$ cat config.mk
export PLATFORM = sky130hd
export DESIGN_NAME = branch_predict_npc
export DESIGN_NICKNAME = d
export VERILOG_FILES = /design/src/rtl/branch_predict_npc_pkg.sv /design/src/rtl/branch_predict_npc_bht_table.sv /design/src/rtl/branch_predict_npc.sv
export SDC_FILE = /design/constraint.sdc
export NUM_CORES = 1
export LEC_CHECK = 0
export CAP_MARGIN = 30
export CORE_ASPECT_RATIO = 1.1
export CORE_MARGIN = 4
export CORE_UTILIZATION = 38
export CTS_CLUSTER_DIAMETER = 150
export DETAILED_ROUTE_END_ITERATION = 8
export PLACE_DENSITY_LB_ADDON = 0.3
export SYNTH_ARGS = -nofsm -noshare
export SYNTH_HDL_FRONTEND = slang
export SYNTH_SLANG_ARGS = --single-unit
$ cat constraint.sdc
create_clock -name clk -period 6 [get_ports clk]
set_clock_uncertainty 0.15 [all_clocks]
set_input_delay 1.2 -clock clk [delete_from_list [all_inputs] [get_ports clk]]
set_output_delay 1.2 -clock clk [all_outputs]
set_load 0.005 [all_outputs]
$ cat src/rtl/branch_predict_npc_pkg.sv
// Shared types, opcode constants and IF-stage instruction classifier.
package branch_predict_npc_pkg;

  // Kind of control transfer waiting in ID for resolution
  typedef enum logic [1:0] {
    BHT_KIND_NONE = 2'd0,
    BHT_KIND_BR   = 2'd1,
    BHT_KIND_JR   = 2'd2
  } bht_kind_e;

  // Class of the instruction currently in IF
  typedef enum logic [1:0] {
    CLS_OTHER = 2'd0,
    CLS_BR    = 2'd1,
    CLS_JR    = 2'd2,
    CLS_J     = 2'd3
  } if_cls_e;

  localparam logic [5:0] OP_SPECIAL = 6'h00;
  localparam logic [5:0] OP_REGIMM  = 6'h01;
  localparam logic [5:0] OP_J       = 6'h02;
  localparam logic [5:0] OP_JAL     = 6'h03;
  localparam logic [5:0] OP_BEQ     = 6'h04;
  localparam logic [5:0] OP_BNE     = 6'h05;
  localparam logic [5:0] OP_BLEZ    = 6'h06;
  localparam logic [5:0] OP_BGTZ    = 6'h07;
  localparam logic [5:0] FN_JR      = 6'h08;
  localparam logic [5:0] FN_JALR    = 6'h09;
  localparam logic [4:0] RT_BLTZ    = 5'd0;
  localparam logic [4:0] RT_BGEZ    = 5'd1;

  function automatic if_cls_e classify(input logic [31:0] ins);
    logic [5:0] op;
    logic [5:0] fn;
    logic [4:0] rt;
    logic [4:0] rd;
    logic [4:0] sh;
    if_cls_e    cls;
    op  = ins[31:26];
    rt  = ins[20:16];
    rd  = ins[15:11];
    sh  = ins[10:6];
    fn  = ins[5:0];
    cls = CLS_OTHER;
    case (op)
      OP_BEQ, OP_BNE:   cls = CLS_BR;
      OP_REGIMM:        if (rt == RT_BLTZ || rt == RT_BGEZ) cls = CLS_BR;
      OP_BLEZ, OP_BGTZ: if (rt == 5'd0) cls = CLS_BR;
      OP_J, OP_JAL:     cls = CLS_J;
      OP_SPECIAL:
        if (rt == 5'd0 && sh == 5'd0 &&
            (fn == FN_JALR || (fn == FN_JR && rd == 5'd0))) cls = CLS_JR;
      default:          cls = CLS_OTHER;
    endcase
    return cls;
  endfunction

endpackage

$ cat src/rtl/branch_predict_npc_bht_table.sv
// Branch history table: saturating counters, async read, one registered update.
module branch_predict_npc_bht_table #(
  parameter int IDX_BITS = 4,
  parameter int CTR_BITS = 2
) (
  input  logic                clk,
  input  logic                rst_n,
  input  logic [IDX_BITS-1:0] rd_idx_i,
  output logic                rd_taken_o,
  input  logic                upd_en_i,
  input  logic [IDX_BITS-1:0] upd_idx_i,
  input  logic                upd_inc_i
);
  localparam int                DEPTH    = 2 ** IDX_BITS;
  localparam logic [CTR_BITS-1:0] CTR_MAX  = '1;
  // weak not-taken: MSB clear, all lower bits set
  localparam logic [CTR_BITS-1:0] CTR_INIT = CTR_MAX >> 1;

  logic [DEPTH-1:0][CTR_BITS-1:0] ctr_q;

  // Read returns the pre-update value; no bypass from a same-cycle update
  assign rd_taken_o = ctr_q[rd_idx_i][CTR_BITS-1];

  // Saturating increment/decrement of the addressed counter
  always_ff @(posedge clk or negedge rst_n) begin
    if (!rst_n) begin
      for (int i = 0; i < DEPTH; i++) ctr_q[i] <= CTR_INIT;
    end else if (upd_en_i) begin
      if (upd_inc_i) begin
        if (ctr_q[upd_idx_i] != CTR_MAX) ctr_q[upd_idx_i] <= ctr_q[upd_idx_i] + 1'b1;
      end else begin
        if (ctr_q[upd_idx_i] != '0) ctr_q[upd_idx_i] <= ctr_q[upd_idx_i] - 1'b1;
      end
    end
  end
endmodule

$ cat src/rtl/branch_predict_npc.sv
// Next-PC generator: IF decode + BHT prediction, ID resolution and redirect.
module branch_predict_npc
  import branch_predict_npc_pkg::*;
#(
  parameter logic [31:0] MAX_INSADDR = 32'hffff_fff8,
  parameter int          IDX_BITS    = 4,
  parameter int          CTR_BITS    = 2
) (
  input  logic        clk,
  input  logic        rst,
  input  logic        stall,
  input  logic [31:0] if_pc,
  input  logic [31:0] if_ins,
  input  logic        id_branch_taken,
  input  logic [31:0] jr_addr,
  output logic [31:0] npc,
  output logic        clr,
  output logic        pred_taken,
  output logic        done
);
  if_cls_e             if_cls;
  logic [31:0]         pc_plus4, br_tgt, j_tgt;
  logic [IDX_BITS-1:0] if_idx;
  logic                ctr_taken;
  logic                mispred, jr_hit;

  bht_kind_e           kind_q;
  logic                pred_q;
  logic [31:0]         tgt_q, fall_q;
  logic [IDX_BITS-1:0] idx_q;

  assign if_cls   = classify(if_ins);
  assign pc_plus4 = if_pc + 32'd4;
  assign br_tgt   = pc_plus4 + {{14{if_ins[15]}}, if_ins[15:0], 2'b00};
  assign j_tgt    = {if_pc[31:28], if_ins[25:0], 2'b00};
  assign if_idx   = if_pc[IDX_BITS+1:2];
  assign done     = (if_pc >= MAX_INSADDR);

  branch_predict_npc_bht_table #(.IDX_BITS(IDX_BITS), .CTR_BITS(CTR_BITS)) u_bht (
    .clk        (clk),
    .rst_n      (rst),
    .rd_idx_i   (if_idx),
    .rd_taken_o (ctr_taken),
    .upd_en_i   (!stall && kind_q == BHT_KIND_BR),
    .upd_idx_i  (idx_q),
    .upd_inc_i  (id_branch_taken)
  );

  assign pred_taken = (if_cls == CLS_BR) && ctr_taken;
  assign mispred    = (kind_q == BHT_KIND_BR) && (id_branch_taken != pred_q);
  assign jr_hit     = (kind_q == BHT_KIND_JR);
  // A stalled redirect waits; it fires on the first unstalled cycle
  assign clr        = !stall && (mispred || jr_hit);

  // Next-PC priority mux: hold, ID redirect, end-of-program, IF prediction
  always_comb begin
    npc = pc_plus4;
    if (stall)                 npc = if_pc;
    else if (mispred)          npc = id_branch_taken ? tgt_q : fall_q;
    else if (jr_hit)           npc = jr_addr;
    else if (done)             npc = if_pc;
    else if (if_cls == CLS_J)  npc = j_tgt;
    else if (pred_taken)       npc = br_tgt;
  end

  // ID record: captures the IF branch/jr for resolution next cycle; a flush squashes it
  always_ff @(posedge clk or negedge rst) begin
    if (!rst) begin
      kind_q <= BHT_KIND_NONE;
      pred_q <= 1'b0;
      tgt_q  <= '0;
      fall_q <= '0;
      idx_q  <= '0;
    end else if (!stall) begin
      if (clr)                   kind_q <= BHT_KIND_NONE;
      else if (if_cls == CLS_BR) kind_q <= BHT_KIND_BR;
      else if (if_cls == CLS_JR) kind_q <= BHT_KIND_JR;
      else                       kind_q <= BHT_KIND_NONE;
      pred_q <= pred_taken;
      tgt_q  <= br_tgt;
      fall_q <= pc_plus4;
      idx_q  <= if_idx;
    end
  end
endmodule

==> reports/metrics.yaml <==
numCtsBuffers: 9
synth.cell_area_um2: 8470
required_ns: 4.65
maxCapViolCount: 0
synth_edf_count: 0
drc_errors: 0
critPathCaptureType: "primary output"
clock-sinks: 101
ys.flop_type: "dfrtp_1"
cts_tree: "built"
synth_seq_cells: 101
die_y_um: 165
gp_congestion: 0.987
vias_per_cell: 5.69
drt-pass1-iter-count: 6
cp.arrival_ns: 4.63
m1WireLength_um: 13200
status: "finished, final reports clean"
clk_path_buf_depth: 2
initial_core_util: 0.384
h-tree-depth: 3
worst_skew_pair.late_latency_ns: 0.37
vdd_drop_max_mv: 0.129
ctsRootBufferMaster: "clkbuf_16"
netlist_instances: 965
final_cell_count_no_fill: 1578
core_um2: 22000
finalWirelength_um: 31600
routed.top_layer: "met4"
yosys.area.top_type_share: 0.251
power_density_nw_per_um2: 186
slew_headroom: 0.312
synth_top_area_cell: "dfrtp_1"
hpwl_um: 23200
finalHoldViolCount: 0
n_antenna_cell: 0
min_path_type: "reg -> reg"
met2WireLength_um: 15400
wl_per_cell_um: 20.0
synth.yosys.seq_area_share: 0.301
wl_met3_um: 2090
period_share: 0.997
numPortBuffers: 134
via_count: 8976
synth_cell_types: 72
numPlacedInstances: 1530
syn-mean-instance-area_um2: 8.78
drv_slew: 0
grt_use_total: 0.250
ioPinCount: 135
power_uw: 2340
grt_pass1_vias: 8940
grt_max_degree: 65
drtIter0Drc: 710
start_kind: "input port"
ys_top_cells_by_area: "dfrtp_1, mux2_2, ha_1"
setup_tns_ns: 0
drive_gt1_frac: 0.365
grt_pass1_wl_um: 48300
die-area_um2: 24800
fin_util: 0.573
setup_ws_ns: 0.0189
min_period_ns: 5.98
gr-total-overflow: 0
ys_async_sr_fraction: 1.00
rows: 57
p_leak_uw: 0.00553
syn_nets: 1103
nets: 1416
tightest_slew_ns: 1.01
crit_fanout: 5
setup_viol: 0
nFillCells: 1916
ant_nets: 0
fmax_mhz: 167
synth_warnings: 0
syn_to_final_growth_pct: 49.1
die_w_um: 150
pre_cts_slack_ns: -0.645
antenna_found_initial: 0
critPathKind: "in -> out"
path_clk_slew_ns: 0.08
==> layout make-up <==
cell class | instances | area, um2 | share of cell area
clock buffers | 9 | 225 | 0.0178
clock inverters | 7 | 87.6 | 0.00693
flip-flops and latches | 101 | 2550 | 0.202
multi-input cells | 790 | 6260 | 0.495
repair buffers | 361 | 3090 | 0.245
well taps | 295 | 369 | 0.0292
inverters | 15 | 56.3 | 0.00446
==> synthesized netlist by cell type, types with 4 or more instances <==
| cell | instances |
|---|---|
| nand2_1 | 103 |
| dfrtp_1 | 85 |
| o21ai_0 | 79 |
| a21oi_1 | 72 |
| nor2_1 | 70 |
| mux2_2 | 65 |
| clkbuf_1 | 40 |
| ha_1 | 37 |
| nor3_1 | 34 |
| xnor2_1 | 34 |
| mux2i_1 | 31 |
| nand3_1 | 23 |
| xor2_1 | 23 |
| a21o_1 | 21 |
| dfstp_2 | 16 |
| a211oi_1 | 15 |
| inv_1 | 15 |
| nand4_1 | 14 |
| mux4_2 | 13 |
| a221oi_1 | 11 |
| o21a_1 | 10 |
| o211ai_1 | 9 |
| o31ai_1 | 9 |
| a31oi_1 | 7 |
| buf_1 | 7 |
| nand2b_1 | 7 |
| nor2b_1 | 7 |
| buf_2 | 6 |
| nor4_1 | 6 |
| o22ai_1 | 6 |
| and2_1 | 5 |
| and4_1 | 5 |
| nand3b_1 | 5 |
| o221ai_1 | 5 |
| or2_2 | 5 |
| a221o_2 | 4 |
| nor3b_1 | 4 |
==> cell usage in the layout, fill, tap and decap left out, types with 21 or more instances in the layout <==
| cell | count |
|---|---|
| dfrtp_1 | 85 |
| nor2_1 | 64 |
| nor3_1 | 28 |
| nand2_1 | 100 |
| mux2i_1 | 31 |
| a21oi_1 | 59 |
| o21ai_0 | 60 |
| mux2_2 | 65 |
| buf_4 | 223 |
| a21o_1 | 21 |
| ha_1 | 24 |
| clkdlybuf4s50_1 | 96 |
==> routing by layer <==
metal,global-route usage,vias to the layer above
met5,0,-
met4,0.0782,0
met3,0.0321,56
met2,0.430,363
met1,0.327,4339
li1,-,4218
==> through the flow <==
stage / area [um2] / hold WS (ns)
2_1_floorplan: 8470 / 0.292
3_3_place_gp: 11400 / 0.304
3_5_place_dp: 11400 / 0.313
4_1_cts: 12200 / 0.332
5_1_grt: 12600 / 0.363
6_report: 12600 / 0.333
==> worst max-delay path: stages <==
cell           delay, ns
dlygate4sd2_1       0.28
and4_4              0.28
nand2_1             0.11
nor2_2              0.14
and4_4              0.25
xor2_2              0.18
ha_1                0.28
a21oi_2             0.15
buf_4               0.13
o21ai_2             0.06
a221oi_2            0.35
o31ai_2             0.14
buf_4               0.19
a21oi_2             0.18
xor2_1              0.24
o21a_1              0.14
o21ai_0             0.06
dlygate4sd2_1       0.26
==> what timing repair did <==
| item | in CTS | in global routing |
|---|---|---|
| endpoints found under the hold margin | 0 | 0 |
| resized for setup | 109 | 83 |
| hold buffers | 0 | 0 |
| pin swaps | 34 | 53 |
| setup buffers | 18 | 14 |
| setup endpoints to repair | 23 | 24 |
==> report_power, final <==
group,switching [uW],leakage [uW],internal [uW]
clock network,319,0.000148,300
registers,57.5,0.00121,776
logic,423,0.00417,469
==> worst paths after layout <==
check	startpoint	end	slack [ns]	cells after the start
max	if_pc[5]	npc[26]	0.02	18
min	tgt_q[28]	tgt_q[28]	0.33	2
max reg2reg	idx_q[0]	u_bht.ctr_q[9]	1.09	9
min reg2reg	tgt_q[28]	tgt_q[28]	0.33	2
max in group asynchronous	rst	tgt_q[4]	3.84	2
min in group asynchronous	rst	fall_q[20]	0.75	1
==> cell families (layout without fill, tap and decap cells) <==
group / after synthesis / count (layout) / synth area share
buffers and inverters: 74 / 392 / 0.0391
flip-flops: 101 / 101 / 0.301
AO/OA/AOI/OAI: 278 / 278 / 0.209
AND/OR/NAND/NOR: 308 / 308 / 0.178
adder cells (fa/ha/maj): 38 / 38 / 0.0570
multiplexers: 109 / 109 / 0.158
XOR/XNOR: 57 / 57 / 0.0589
Note: power is estimated with default switching activity, not from simulation.
